[src/rtl/ppu_pkg.sv]
// Shared PPU pixel-path types and constants.
// Used by the background shifter, the pixel mux and its bus interface.
package ppu_pkg;

   typedef logic [3:0] pixel_t;     // {palette[1:0], color[1:0]}
   typedef logic [4:0] pal_addr_t;  // palette RAM address

   localparam pal_addr_t SPR_PAL_BASE   = 5'h10;
   localparam logic [7:0] LEFT_CLIP_COLS = 8'd8;

   // Color index 0 of any palette is transparent.
   function automatic logic is_opaque(input pixel_t px);
      return px[1:0] != 2'b00;
   endfunction

endpackage

[src/rtl/pixel_mux_if.sv]
// Pixel mux bus: tile feed, dot position, mask enables and sprite pixel in,
// palette address and sprite-0 hit out.
interface pixel_mux_if;
   import ppu_pkg::*;

   logic       ce;
   logic       bg_load;
   logic       bg_shift;
   logic [7:0] pat_lo;
   logic [7:0] pat_hi;
   logic [1:0] attr;
   logic [2:0] fine_x;
   logic [7:0] pixel_x;
   logic       visible;
   logic       show_bg;
   logic       show_spr;
   logic       bg_left;
   logic       spr_left;
   pixel_t     spr_pixel;
   logic       spr_behind;
   logic       spr_is_zero;
   logic       spr0_clr;
   pal_addr_t  pal_addr;
   logic       pal_valid;
   logic       spr0_hit;

   modport master (
      output ce, bg_load, bg_shift, pat_lo, pat_hi, attr, fine_x, pixel_x,
             visible, show_bg, show_spr, bg_left, spr_left, spr_pixel,
             spr_behind, spr_is_zero, spr0_clr,
      input  pal_addr, pal_valid, spr0_hit
   );

   modport slave (
      input  ce, bg_load, bg_shift, pat_lo, pat_hi, attr, fine_x, pixel_x,
             visible, show_bg, show_spr, bg_left, spr_left, spr_pixel,
             spr_behind, spr_is_zero, spr0_clr,
      output pal_addr, pal_valid, spr0_hit
   );

endinterface

[src/rtl/pixel_mux_bg_shifter.sv]
// Background tile shifters: two 16-bit pattern planes and two 8-bit attribute
// planes fed from a 2-bit latch; fine_x picks the output column.
module bg_shifter
   import ppu_pkg::*;
(
   input  logic       clk,
   input  logic       reset,
   input  logic       ce,
   input  logic       bg_load,
   input  logic       bg_shift,
   input  logic [7:0] pat_lo,
   input  logic [7:0] pat_hi,
   input  logic [1:0] attr,
   input  logic [2:0] fine_x,
   output pixel_t     bg_pixel
);

   logic [1:0] latch_reg;
   logic [1:0] pat_bit;
   logic [1:0] attr_bit;
   logic [2:0] attr_idx;
   logic [3:0] pat_idx;

   // 7-fine_x and 15-fine_x without width-changing arithmetic.
   assign attr_idx = ~fine_x;
   assign pat_idx  = {1'b1, ~fine_x};

   always_ff @(posedge clk) begin
      if (reset) begin
         latch_reg <= 2'b00;
      end else if (ce && bg_load) begin
         latch_reg <= attr;
      end
   end

   // Plane 0 carries the low bits, plane 1 the high bits.
   for (genvar gi = 0; gi < 2; gi++) begin : g_plane
      logic [15:0] pat_reg, pat_next;
      logic [7:0]  attr_reg, attr_next;
      logic [7:0]  tile;

      assign tile = (gi == 0) ? pat_lo : pat_hi;

      // Shift happens first so a simultaneous load lands in the fresh low byte.
      always_comb begin
         pat_next  = pat_reg;
         attr_next = attr_reg;
         if (bg_shift) begin
            pat_next  = {pat_reg[14:0], 1'b0};
            attr_next = {attr_reg[6:0], latch_reg[gi]};
         end
         if (bg_load) begin
            pat_next[7:0] = tile;
         end
      end

      always_ff @(posedge clk) begin
         if (reset) begin
            pat_reg  <= '0;
            attr_reg <= '0;
         end else if (ce) begin
            pat_reg  <= pat_next;
            attr_reg <= attr_next;
         end
      end

      assign pat_bit[gi]  = pat_reg[pat_idx];
      assign attr_bit[gi] = attr_reg[attr_idx];
   end

   assign bg_pixel = {attr_bit[1], attr_bit[0], pat_bit[1], pat_bit[0]};

endmodule

[src/rtl/pixel_mux.sv]
// PPU pixel mux: masks background and sprite pixels, resolves priority into a
// registered palette address, and tracks the sticky sprite-0 hit flag.
module pixel_mux
   import ppu_pkg::*;
(
   input  logic        clk,
   input  logic        reset,
   pixel_mux_if.slave  bus
);

   pixel_t    bg_raw;
   pixel_t    bg_px;
   pixel_t    spr_px;
   logic      left_zone;
   logic      bg_opq;
   logic      spr_opq;
   logic      hit_set;
   pal_addr_t pal_addr_reg, pal_addr_next;
   logic      pal_valid_reg, pal_valid_next;
   logic      spr0_hit_reg, spr0_hit_next;

   bg_shifter u_bg (
      .clk      (clk),
      .reset    (reset),
      .ce       (bus.ce),
      .bg_load  (bus.bg_load),
      .bg_shift (bus.bg_shift),
      .pat_lo   (bus.pat_lo),
      .pat_hi   (bus.pat_hi),
      .attr     (bus.attr),
      .fine_x   (bus.fine_x),
      .bg_pixel (bg_raw)
   );

   always_comb begin
      left_zone = bus.pixel_x < LEFT_CLIP_COLS;
      bg_px     = (bus.show_bg  && (bus.bg_left  || !left_zone)) ? bg_raw        : 4'h0;
      spr_px    = (bus.show_spr && (bus.spr_left || !left_zone)) ? bus.spr_pixel : 4'h0;
      bg_opq    = is_opaque(bg_px);
      spr_opq   = is_opaque(spr_px);

      pal_addr_next  = 5'h00;
      pal_valid_next = bus.visible;
      if (bus.visible) begin
         if (spr_opq && (!bg_opq || !bus.spr_behind)) begin
            pal_addr_next = SPR_PAL_BASE | {1'b0, spr_px};
         end else if (bg_opq) begin
            pal_addr_next = {1'b0, bg_px};
         end
      end

      // The hit ignores sprite priority; column 255 never registers a hit.
      hit_set       = bus.visible && bg_opq && spr_opq && bus.spr_is_zero &&
                      (bus.pixel_x != 8'd255);
      spr0_hit_next = bus.spr0_clr ? 1'b0 : (spr0_hit_reg | hit_set);
   end

   always_ff @(posedge clk) begin
      if (reset) begin
         pal_addr_reg  <= 5'h00;
         pal_valid_reg <= 1'b0;
         spr0_hit_reg  <= 1'b0;
      end else if (bus.ce) begin
         pal_addr_reg  <= pal_addr_next;
         pal_valid_reg <= pal_valid_next;
         spr0_hit_reg  <= spr0_hit_next;
      end
   end

   assign bus.pal_addr  = pal_addr_reg;
   assign bus.pal_valid = pal_valid_reg;
   assign bus.spr0_hit  = spr0_hit_reg;

endmodule
[src/flat_wrapper.sv]
// flat-port wrapper written by rule: the top's interface ports become plain ports
module pixel_mux_flat import ppu_pkg::*;
  (clk, reset, bus_ce, bus_bg_load, bus_bg_shift, bus_pat_lo, bus_pat_hi, bus_attr, bus_fine_x, bus_pixel_x, bus_visible, bus_show_bg, bus_show_spr, bus_bg_left, bus_spr_left, bus_spr_pixel, bus_spr_behind, bus_spr_is_zero, bus_spr0_clr, bus_pal_addr, bus_pal_valid, bus_spr0_hit);
  pixel_mux_if bus_i ();
  input  logic clk;
  input  logic reset;
  input wire logic [$bits(bus_i.ce)-1:0] bus_ce;
  input wire logic [$bits(bus_i.bg_load)-1:0] bus_bg_load;
  input wire logic [$bits(bus_i.bg_shift)-1:0] bus_bg_shift;
  input wire logic [$bits(bus_i.pat_lo)-1:0] bus_pat_lo;
  input wire logic [$bits(bus_i.pat_hi)-1:0] bus_pat_hi;
  input wire logic [$bits(bus_i.attr)-1:0] bus_attr;
  input wire logic [$bits(bus_i.fine_x)-1:0] bus_fine_x;
  input wire logic [$bits(bus_i.pixel_x)-1:0] bus_pixel_x;
  input wire logic [$bits(bus_i.visible)-1:0] bus_visible;
  input wire logic [$bits(bus_i.show_bg)-1:0] bus_show_bg;
  input wire logic [$bits(bus_i.show_spr)-1:0] bus_show_spr;
  input wire logic [$bits(bus_i.bg_left)-1:0] bus_bg_left;
  input wire logic [$bits(bus_i.spr_left)-1:0] bus_spr_left;
  input wire logic [$bits(bus_i.spr_pixel)-1:0] bus_spr_pixel;
  input wire logic [$bits(bus_i.spr_behind)-1:0] bus_spr_behind;
  input wire logic [$bits(bus_i.spr_is_zero)-1:0] bus_spr_is_zero;
  input wire logic [$bits(bus_i.spr0_clr)-1:0] bus_spr0_clr;
  output wire logic [$bits(bus_i.pal_addr)-1:0] bus_pal_addr;
  output wire logic [$bits(bus_i.pal_valid)-1:0] bus_pal_valid;
  output wire logic [$bits(bus_i.spr0_hit)-1:0] bus_spr0_hit;
  assign bus_i.ce = bus_ce;
  assign bus_i.bg_load = bus_bg_load;
  assign bus_i.bg_shift = bus_bg_shift;
  assign bus_i.pat_lo = bus_pat_lo;
  assign bus_i.pat_hi = bus_pat_hi;
  assign bus_i.attr = bus_attr;
  assign bus_i.fine_x = bus_fine_x;
  assign bus_i.pixel_x = bus_pixel_x;
  assign bus_i.visible = bus_visible;
  assign bus_i.show_bg = bus_show_bg;
  assign bus_i.show_spr = bus_show_spr;
  assign bus_i.bg_left = bus_bg_left;
  assign bus_i.spr_left = bus_spr_left;
  assign bus_i.spr_pixel = bus_spr_pixel;
  assign bus_i.spr_behind = bus_spr_behind;
  assign bus_i.spr_is_zero = bus_spr_is_zero;
  assign bus_i.spr0_clr = bus_spr0_clr;
  assign bus_pal_addr = bus_i.pal_addr;
  assign bus_pal_valid = bus_i.pal_valid;
  assign bus_spr0_hit = bus_i.spr0_hit;
  pixel_mux u_core (.clk(clk), .reset(reset), .bus(bus_i));
endmodule
[config.mk]
export PLATFORM = sky130hd
export DESIGN_NAME = pixel_mux_flat
export DESIGN_NICKNAME = d
export VERILOG_FILES = /design/src/rtl/ppu_pkg.sv /design/src/rtl/pixel_mux_if.sv /design/src/rtl/pixel_mux_bg_shifter.sv /design/src/rtl/pixel_mux.sv /design/src/flat_wrapper.sv
export SDC_FILE = /design/constraint.sdc
export NUM_CORES = 1
export LEC_CHECK = 0
export ABC_AREA = 1
export ABC_CLOCK_PERIOD_IN_PS = 1850
export BUFFER_PORTS_ARGS = -buffer_cell sky130_fd_sc_hd__buf_2
export CELL_PAD_IN_SITES_DETAIL_PLACEMENT = 0
export CELL_PAD_IN_SITES_GLOBAL_PLACEMENT = 1
export CORE_MARGIN = 3
export CORE_UTILIZATION = 39
export DETAILED_ROUTE_END_ITERATION = 6
export PLACE_DENSITY = 0.85
export SETUP_SLACK_MARGIN = 0.3
export SYNTH_ARGS = -nofsm -noshare
export SYNTH_HDL_FRONTEND = slang
export SYNTH_SLANG_ARGS = --single-unit
[constraint.sdc]
create_clock -name clk -period 1.85 [get_ports clk]
set_clock_uncertainty 0.2 [all_clocks]
set_input_delay 0.2775 -clock clk [delete_from_list [all_inputs] [get_ports clk]]
set_output_delay 0.2775 -clock clk [all_outputs]
set_load 0.01 [all_outputs]
Word-level counts from Yosys, hierarchy flattened
Cells that the tools add are included.

operators by class
  magnitude comparators = 3
  equal/unequal tests = 1
  muxes and demuxes = 18
  bitwise logic cells = 2
  reductions and logical operators = 19

operators by type and width
  operator                                                     count
  2-to-1 mux 8 bit                                             4
  binary-select mux 1 bit (select 3 bit)                       4
  2-to-1 mux 4 bit                                             3
  2-to-1 mux 5 bit                                             2
  logical AND 1 bit                                            8
  less-than comparator 8 x 4 -> 1 bit (second input constant)  1
  != test 8 bit (second input constant)                        1
  nonzero test 2 bit                                           3
  less-than comparator 4 x 5 -> 1 bit (second input constant)  1
  2-to-1 mux 1 bit                                             5
  less-than comparator 3 x 4 -> 1 bit (second input constant)  1
  AND reduction 2 bit                                          2
  logical NOT 1 bit                                            3
  logical OR 1 bit                                             3
  inverter 3 bit                                               1
  bitwise OR 1 bit                                             1

storage, ports and cells
  register bits = 57
  input bits = 46
  output and inout port bits = 7
  word-level logic and storage cells = 53

Depth between registers and ports, before layout
Gate-level depths: netlist of the first run.

  depth after elaboration = 12
  depth in mapped cells = 13
  depth with buffers taken out = 12

Modules after synthesis
From an unflattened synthesis of the first run, not the netlist that was laid out.

unflattened totals
  cell total of the unflattened synthesis = 407
  area total of the unflattened synthesis = 2821.5 um2

by module, submodules not included
  module      instances  cells each  area an instance (um2)  seq. area each (um2)
  bg_shifter  1          340         2344.7                  1001.0
  pixel_mux   1          67          476.7                   140.1

Worst setup path after synthesis of the first run
OpenSTA, ideal clock, no wires.

  kind = input-to-reg
  start point = input port bus_fine_x[0]
  end point = register u_core.pal_addr_reg[1] (netlist: u_core.bus.pal_addr[1])
  setup time = 0.067 ns
  arrival time = 1.248 ns
  required time = 1.583 ns
  slack = 0.335 ns
  stages on the path = 13
  path buffers = 2
  cells stage by stage = buf_6 > buf_12 > nand2_2 > nand2_1 > nand3_1 > nand3_2 > nand2_2 > nand2_4 > nand2_4 > nand2_1 > nand2_1 > nand2_1 > a21oi_2

on the way
  longest elaborated chain between the ends = 10
  elaborated cells between the ends (all ways) = 13
  those cells by class = mux (8); bitwise (1); reduce/logical (4)

RTL lines
  item                                    RTL line                    source
  start, declared                         flat_wrapper.sv:13          input wire logic [$bits(bus_i.fine_x)-1:0] bus_fine_x;
  inverter 3 bit *                        pixel_mux_bg_shifter.sv:26  assign pat_idx = {1'b1, ~fine_x};
  binary-select mux 1 bit (select 3 bit)  pixel_mux_bg_shifter.sv:67  assign pat_bit[gi] = pat_reg[pat_idx];
  2-to-1 mux 1 bit (implied by the code)  pixel_mux_bg_shifter.sv:67
  2-to-1 mux 4 bit *                      pixel_mux.sv:37             bg_px = (bus.show_bg && (bus.bg_left || !left_zone)) ? bg_raw : 4'h0;
  nonzero test 2 bit                      ppu_pkg.sv:13               return px[1:0] != 2'b00;
  logical NOT 1 bit                       pixel_mux.sv:45             if (spr_opq && (!bg_opq || !bus.spr_behind)) begin
  logical OR 1 bit                        pixel_mux.sv:45
  logical AND 1 bit                       pixel_mux.sv:45
  2-to-1 mux 5 bit *                      pixel_mux.sv:45
  2-to-1 mux 5 bit *                      pixel_mux.sv:44             if (bus.visible) begin
  end signal, assigned                    pixel_mux.sv:64             pal_addr_reg <= pal_addr_next;
  end, declared                           pixel_mux.sv:18             pal_addr_t pal_addr_reg, pal_addr_next;

Mark *: on every way between the ends. The rest lies on a longest branch, timed or not. The select of a mux whose other input is x is not followed.
A chain may end at the register's enable or synchronous reset.

Worst setup path in the final report of the first run
  start point = register u_core.u_bg.g_plane[1].pat_reg[12]
  end point = register u_core.pal_addr_reg[1] (netlist: u_core.bus.pal_addr[1])

on the way
  longest elaborated chain between the ends = 9
  elaborated cells between the ends (all ways) = 10
  those cells by class = mux (6); reduce/logical (4)

RTL lines
  item                                      RTL line                    source
  start, declared                           pixel_mux_bg_shifter.sv:38  logic [15:0] pat_reg, pat_next;
  start signal, assigned                    pixel_mux_bg_shifter.sv:62  pat_reg <= pat_next;
  binary-select mux 1 bit (select 3 bit) *  pixel_mux_bg_shifter.sv:67
  2-to-1 mux 1 bit (implied by the code) *  pixel_mux_bg_shifter.sv:67
  2-to-1 mux 4 bit *                        pixel_mux.sv:37
  nonzero test 2 bit                        ppu_pkg.sv:13
  logical NOT 1 bit                         pixel_mux.sv:45
  logical OR 1 bit                          pixel_mux.sv:45
  logical AND 1 bit                         pixel_mux.sv:45
  2-to-1 mux 5 bit *                        pixel_mux.sv:45
  2-to-1 mux 5 bit *                        pixel_mux.sv:44

Marked as above.

==> metrics.yaml, run 1 <==
global_routing:
  grtUsageMet2_pct: 26.6
  gr-usage-met1_pct: 20.3
  grt_usage_pct: 16.3
  antenna_found_initial: 0
  grt_use_met3_pct: 5.59
  grt_first_pass_wirelength_mm: 10.0
  top_usage_layer: "met2"
  grt_pass1_vias: 2319
  grt_start_max_net_pins: 45
  gr-total-overflow: 0
worst_setup_path:
  crit_arrival_ps: 1610
  crit_top_cell: "nand2_1"
  crit_slowest_cell: "dfxtp_1"
  crit_family: "simple AND/OR/NAND/NOR gates"
  required_ps: 1920
  cp_cell_sequence: "inv_1 -> nand2_1 -> nand3_1 -> nand3_2 -> nand3_4 -> nand2_4 -> nand2_4 -> nand2_4 -> nand2_1 -> nand2_1 -> nand2_1 -> a21oi_2"
  crit_path_max_incr_delay_ps: 330
  critPathBufInv: 1
  path_max_fanout: 6
  crit_type: "flop to flop"
  critPathCaptureType: "flop"
  worstSetupStartpointType: "flop"
sta:
  setup_tns_ps: 0
  period_share_pct: 82.9
  final-setup-viol-count: 0
  holdWs_ps: 16.8
  slew_headroom_pct: 71.3
  min_period_ps: 1530
  finalHoldViolCount: 0
  grt_setup_unrepaired: "true"
  fmax_mhz: 652
  worst_pin_slew_ps: 426
  final-max-slew-violation-count: 0
place:
  placed_cells: 488
  hpwlAfterDp_mm: 4.14
  place.gp.congestion: 0.845
  placed_area_um2: 2990
  port_buffers: 52
floorplanning:
  die_x_um: 88.3
  design.core.area_um2: 6460
  start_util_pct: 40.9
  fp.dieH_um: 88.3
  die_area_um2: 7790
  rows: 29
  io_pins: 53
power_and_ir_drop:
  p_int_mw: 1.97
  p_sw_mw: 0.763
  p_seq_share_pct: 47.9
  p_leak_nw: 1.40
  ir_worst_vdd_mv: 0.516
  p_sw_share_pct: 27.9
  power.share.clock_pct: 37.7
  p_per_area_nw_per_um2: 833
  comb_power_share_pct: 14.4
drt:
  drt_wl_total_mm: 5.85
  firstDrtPassIters: 5
  via_per_inst: 4.87
  via_count: 2489
  drt_first_iter_violations: 154
  wl_per_cell_um: 11.5
  ant_nets: 0
  drc: 0
logic_synthesis:
  synth-async-reset-ratio_pct: 0
  synth_area_leader_cell: "dfxtp_1"
  synth_cells: 368
  synth_common_cells: "nand2_1, dfxtp_1, nor2_1, a211oi_1, inv_1"
  syn_area_um2: 2640
  ys_ff_latch: 57
  seq_area_frac_synth_pct: 43.2
  synth-edff-count: 0
  ys.flop_type: "dfxtp_1"
  synth_top_area_share_pct: 43.2
  yosysWarningCount: 0
  synthTopCellsByArea: "dfxtp_1, a211oi_1, nand2_1"
  yosysMostFrequentCell: "nand2_1"
  synth.distinct_cells: 24
  avgSynthCellArea_um2: 7.17
  synth_nets: 414
cts:
  cts_sinks: 57
  numCtsBuffers: 9
  clk_latency_ps: 330
  cts_tree: "done"
  cts.htree.levels: 3
  cts_root_buf: "clkbuf_8"
  clockBufferDepth: 2
  path_clk_slew_ps: 70
final_layout:
  largest_reg_flops: 32
  final_nets: 475
  drive_above_1_share_pct: 25.1
  final_area_um2: 3280
  antennaDiodeCount: 0
  fin_cells: 511
  fin_util_pct: 50.9
  area_delta_synth_final_pct: 24.5
run:
  drv_cap: 0
run_status:
  status: "finished clean"
min_path:
  min_path_type: "primary input to flop"
-- placed cells by master (no fill, tap or decap) --
master	count
dlygate4sd3_1	5
dfxtp_2	8
nor2_2	1
inv_2	3
nand2_1	81
nor2_1	51
nor3_1	1
nand2_2	4
nand3_2	4
clkinv_2	1
a21oi_1	29
buf_12	1
o21ai_0	5
clkbuf_8	10
nand3_1	17
buf_4	13
a211oi_1	42
o21a_1	1
a31oi_1	2
buf_2	52
nand2_4	3
inv_1	39
nand3_4	2
dfxtp_1	49
clkinvlp_4	4
clkinv_4	1
a21oi_2	2
nand4_1	2
a41oi_1	1
-- cell families after synthesis --
kind of cell | Yosys count | synth area share (%)
buf+inv | 63 | 10.2
flops | 57 | 43.2
simple gates | 166 | 26.4
compound gates | 82 | 20.2
-- worst min-delay path, stage by stage --
cell     delay, ps
buf_2           90
nand2_1         70
a21oi_1         60
-- through the flow --
stage	worst slack (ps)	total power [mW]
final	317	2.74
after global routing	194	2.88
after CTS	302	2.76
after detailed placement	53.8	1.70
after global placement	105	1.70
after floorplan	335	1.58
-- layer usage --
layer / wire length (µm) / share of wire (%) / up-vias
met5: 0 / 0 / -
li1: - / - / 1340
met4: 76 / 1.3 / 0
met3: 255 / 4.4 / 7
met1: 2840 / 49 / 1094
met2: 2680 / 46 / 48
-- area by class of cell --
| class | count | area, µm² |
|---|---|---|
| sequential | 57 | 1150 |
| inverter | 42 | 158 |
| clock inverter | 6 | 43.8 |
| multi-input combinational | 248 | 1270 |
| timing repair buffer | 71 | 428 |
| tap | 77 | 96.3 |
| clock buffer | 10 | 138 |
| fill | 632 | 3170 |
-- power by group through the flow --
stage | Clock [mW] | Combinational (mW) | Sequential, mW
finish | 1.03 | 0.393 | 1.31
detailed placement | 0 | 0.367 | 1.34
global route | 1.11 | 0.447 | 1.32
floorplan | 0 | 0.247 | 1.33
global placement | 0 | 0.363 | 1.33
CTS | 1.06 | 0.390 | 1.31
-- final timing paths --
| kind | end | slack (ps) | cells past startpoint | start |
|---|---|---|---|---|
| setup / recovery | u_core.bus.pal_addr[1] | 320 | 12 | u_core.u_bg.g_plane[1].pat_reg[12] |
| hold / removal | u_core.bus.pal_valid | 20 | 3 | bus_visible |
| setup reg to reg | u_core.bus.pal_addr[1] | 320 | 12 | u_core.u_bg.g_plane[1].pat_reg[12] |
| hold reg to reg | u_core.u_bg.g_plane[1].pat_reg[0] | 260 | 2 | u_core.u_bg.g_plane[1].pat_reg[0] |
-- repair_timing --
item / 4_1_cts / 5_1_grt
setup buffers: 2 / 0
hold buffers: 5 / 0
endpoints found under the setup margin: 4 / 5
hold endpoints to repair: 5 / 0
gates resized for setup: 10 / 7
pin swaps: 4 / 3
No activity file was read; power rests on OpenSTA's default activity.
==> inputs of run 2 (changes only) <==
--- a/config.mk
+++ b/config.mk
@@ -5,15 +5,15 @@
 export SDC_FILE = /design/constraint.sdc
 export NUM_CORES = 1
 export LEC_CHECK = 0
-export ABC_AREA = 1
-export ABC_CLOCK_PERIOD_IN_PS = 1850
+export ABC_AREA = 0
+export ABC_CLOCK_PERIOD_IN_PS = 1300
 export BUFFER_PORTS_ARGS = -buffer_cell sky130_fd_sc_hd__buf_2
 export CELL_PAD_IN_SITES_DETAIL_PLACEMENT = 0
 export CELL_PAD_IN_SITES_GLOBAL_PLACEMENT = 1
 export CORE_MARGIN = 3
-export CORE_UTILIZATION = 39
+export CORE_UTILIZATION = 36
 export DETAILED_ROUTE_END_ITERATION = 6
-export PLACE_DENSITY = 0.85
+export PLACE_DENSITY = 0.8
 export SETUP_SLACK_MARGIN = 0.3
 export SYNTH_ARGS = -nofsm -noshare
 export SYNTH_HDL_FRONTEND = slang
==> constraint.sdc (replaced) <==
create_clock -name clk -period 1.3 [get_ports clk]
set_clock_uncertainty 0.2 [all_clocks]
set_input_delay 0.195 -clock clk [delete_from_list [all_inputs] [get_ports clk]]
set_output_delay 0.195 -clock clk [all_outputs]
set_load 0.01 [all_outputs]
==> run 2 against run 1 <==
Against the previous run:
- design area rose by 19%
- cell count shrank 0.98%
- non-clock buffer count increased by 42
- largest cell class unchanged
- total power is 56% higher
- the flow now finishes with violations (hold timing, setup timing)
==> metrics.yaml, run 2 <==
place:
  placed_cells: 476
  place.gp.congestion: 0.766
  place_ws_ps: -663
  port_buffers: 52
  placed_area_um2: 3430
  hpwlAfterDp_mm: 4.41
worst_setup_path:
  crit_type: "flop to flop"
  cp-startpoint: "u_core.u_bg.g_plane[1].pat_reg[10]"
  worstSetupStartpointType: "flop"
  crit_path_max_incr_delay_ps: 490
  path_max_fanout: 4
  r2r_start: "u_core.u_bg.g_plane[1].pat_reg[10]"
  crit_arrival_ps: 1880
  required_ps: 1320
  cp_cell_sequence: "mux4_2 -> mux2i_4 -> nand2_4 -> and3_4 -> a221o_1"
  r2r_setup_slack_ps: -560
  critPathCaptureType: "flop"
  r2r_cells: 5
  crit_slowest_cell: "mux4_2"
global_routing:
  grt_first_pass_wirelength_mm: 11.1
  grt_pass1_vias: 2440
  gr-total-overflow: 0
  grt_start_max_net_pins: 43
  antenna_found_initial: 1
  grt_usage_pct: 16.3
logic_synthesis:
  synth_top_area_share_pct: 43.4
  synth-edff-count: 0
  ys_ff_latch: 57
  synth_cells: 305
  seq_area_frac_synth_pct: 43.4
  synthTopCellsByArea: "dfxtp_1, nand2_1, a21oi_1"
  syn_area_um2: 2630
  synth.distinct_cells: 40
  yosysWarningCount: 0
  synth_common_cells: "nand2_1, dfxtp_1, a21oi_1, nor2_1, clkbuf_1"
  yosysMostFrequentCell: "nand2_1"
  synth_nets: 351
  avgSynthCellArea_um2: 8.62
  synth_area_leader_cell: "dfxtp_1"
  synth-async-reset-ratio_pct: 0
  ys.flop_type: "dfxtp_1"
power_and_ir_drop:
  ir_worst_vdd_mv: 0.788
  power_mw: 4.26
  p_per_area_nw_per_um2: 1090
  p_leak_nw: 1.60
cts:
  path_clk_slew_ps: 60
  cts_tree: "done"
  cts_sinks: 57
  hold_buffers: 2
  clk_latency_ps: 330
  numCtsBuffers: 9
  cts.htree.levels: 3
  clockBufferDepth: 2
  cts_root_buf: "clkbuf_8"
run:
  drv_cap: 0
sta:
  min_period_ps: 1860
  worst_pin_slew_ps: 390
  finalHoldViolCount: 5
  holdWs_ps: -145
  grt_setup_unrepaired: "true"
  final-setup-viol-count: 6
  slew_headroom_pct: 73.3
  setup_tns_ps: -2980
  worst_slack_ps: -555
  period_share_pct: 143
  fmax_mhz: 539
  final-max-slew-violation-count: 0
final_layout:
  fin_cells: 506
  most-common-layout-cells: "nand2_1, buf_4, buf_2, dfxtp_1, a21oi_1"
  drive_above_1_share_pct: 43.4
  largest_reg_flops: 32
  area_delta_synth_final_pct: 48.6
  final_area_um2: 3910
  antennaDiodeCount: 0
  final_nets: 451
  fin_util_pct: 56.3
  mostFrequentLayoutCell: "nand2_1"
run_status:
  status: "complete, but fails checks"
  violations: "hold timing, setup timing"
floorplanning:
  start_util_pct: 37.9
  die_area_um2: 8370
  rows: 30
  fp.dieH_um: 91.5
  design.core.area_um2: 6940
  io_pins: 53
  die_x_um: 91.5
min_path:
  min_path_type: "primary input to flop"
  holdPathStages: 2
  hold_path.startpoint: "bus_spr0_clr"
drt:
  firstDrtPassIters: 4
  drc: 0
  ant_nets: 0
  drt_wl_total_mm: 6.68
  wl_per_cell_um: 13.2
  via_count: 2497
  drt_first_iter_violations: 70
  via_per_inst: 4.93
run 2: worst max-delay path, delay by kind of cell (launching register included):
family	cells	cell delay [ps]
flops	1	320
compound gates	1	250
simple gates	2	250
mux	2	720
run 2: final timing paths:
path	endpoint
max reg2reg	u_core.bus.pal_addr[3]
min reg2reg	u_core.u_bg.g_plane[0].pat_reg[8]
min	u_core.bus.spr0_hit
max	u_core.bus.pal_addr[3]
run 2: logic make-up after synthesis:
group                  Yosys count  share of synthesized area, %
AO/OA/AOI/OAI                   80                          20.4
buffers and inverters           27                          4.23
flip-flops                      57                          43.4
multiplexers                    26                          12.9
AND/OR/NAND/NOR                115                          19.0
run 2: area by class of cell:
type	count	area (µm²)
fillers	634	3040
multi-input cells	221	1490
flip-flops and latches	57	1150
repair buffers	113	907
clock buffers	11	151
well taps	96	120
clock inverters	5	77.6
inverters	3	11.3
run 2: per-layer routing:
metal  share of wire [%]  global-route usage (%)  vias up
met5                0.19                       0        -
met4                 1.7                    6.41        2
met3                 4.2                    5.14       12
met2                  49                    27.1       44
met1                  44                    19.4     1160
li1                    -                       -     1279
run 2: report_power, final:
part           switching, mW  total (mW)  leakage [nW]  internal [mW]
Combinational          0.276       0.563          1.02          0.287
Sequential            0.0287        1.83         0.468           1.80
Clock                  0.697        1.87         0.115           1.18
Total                   1.00        4.26          1.60           3.26
run 2: what timing repair did:
action | 4_1_cts | 5_1_grt
hold endpoints to repair | 7 | 5
setup buffers | 5 | 4
resized for setup | 18 | 10
gates cloned | 1 | 2
setup endpoints to repair | 28 | 52
pin swaps | 1 | 2
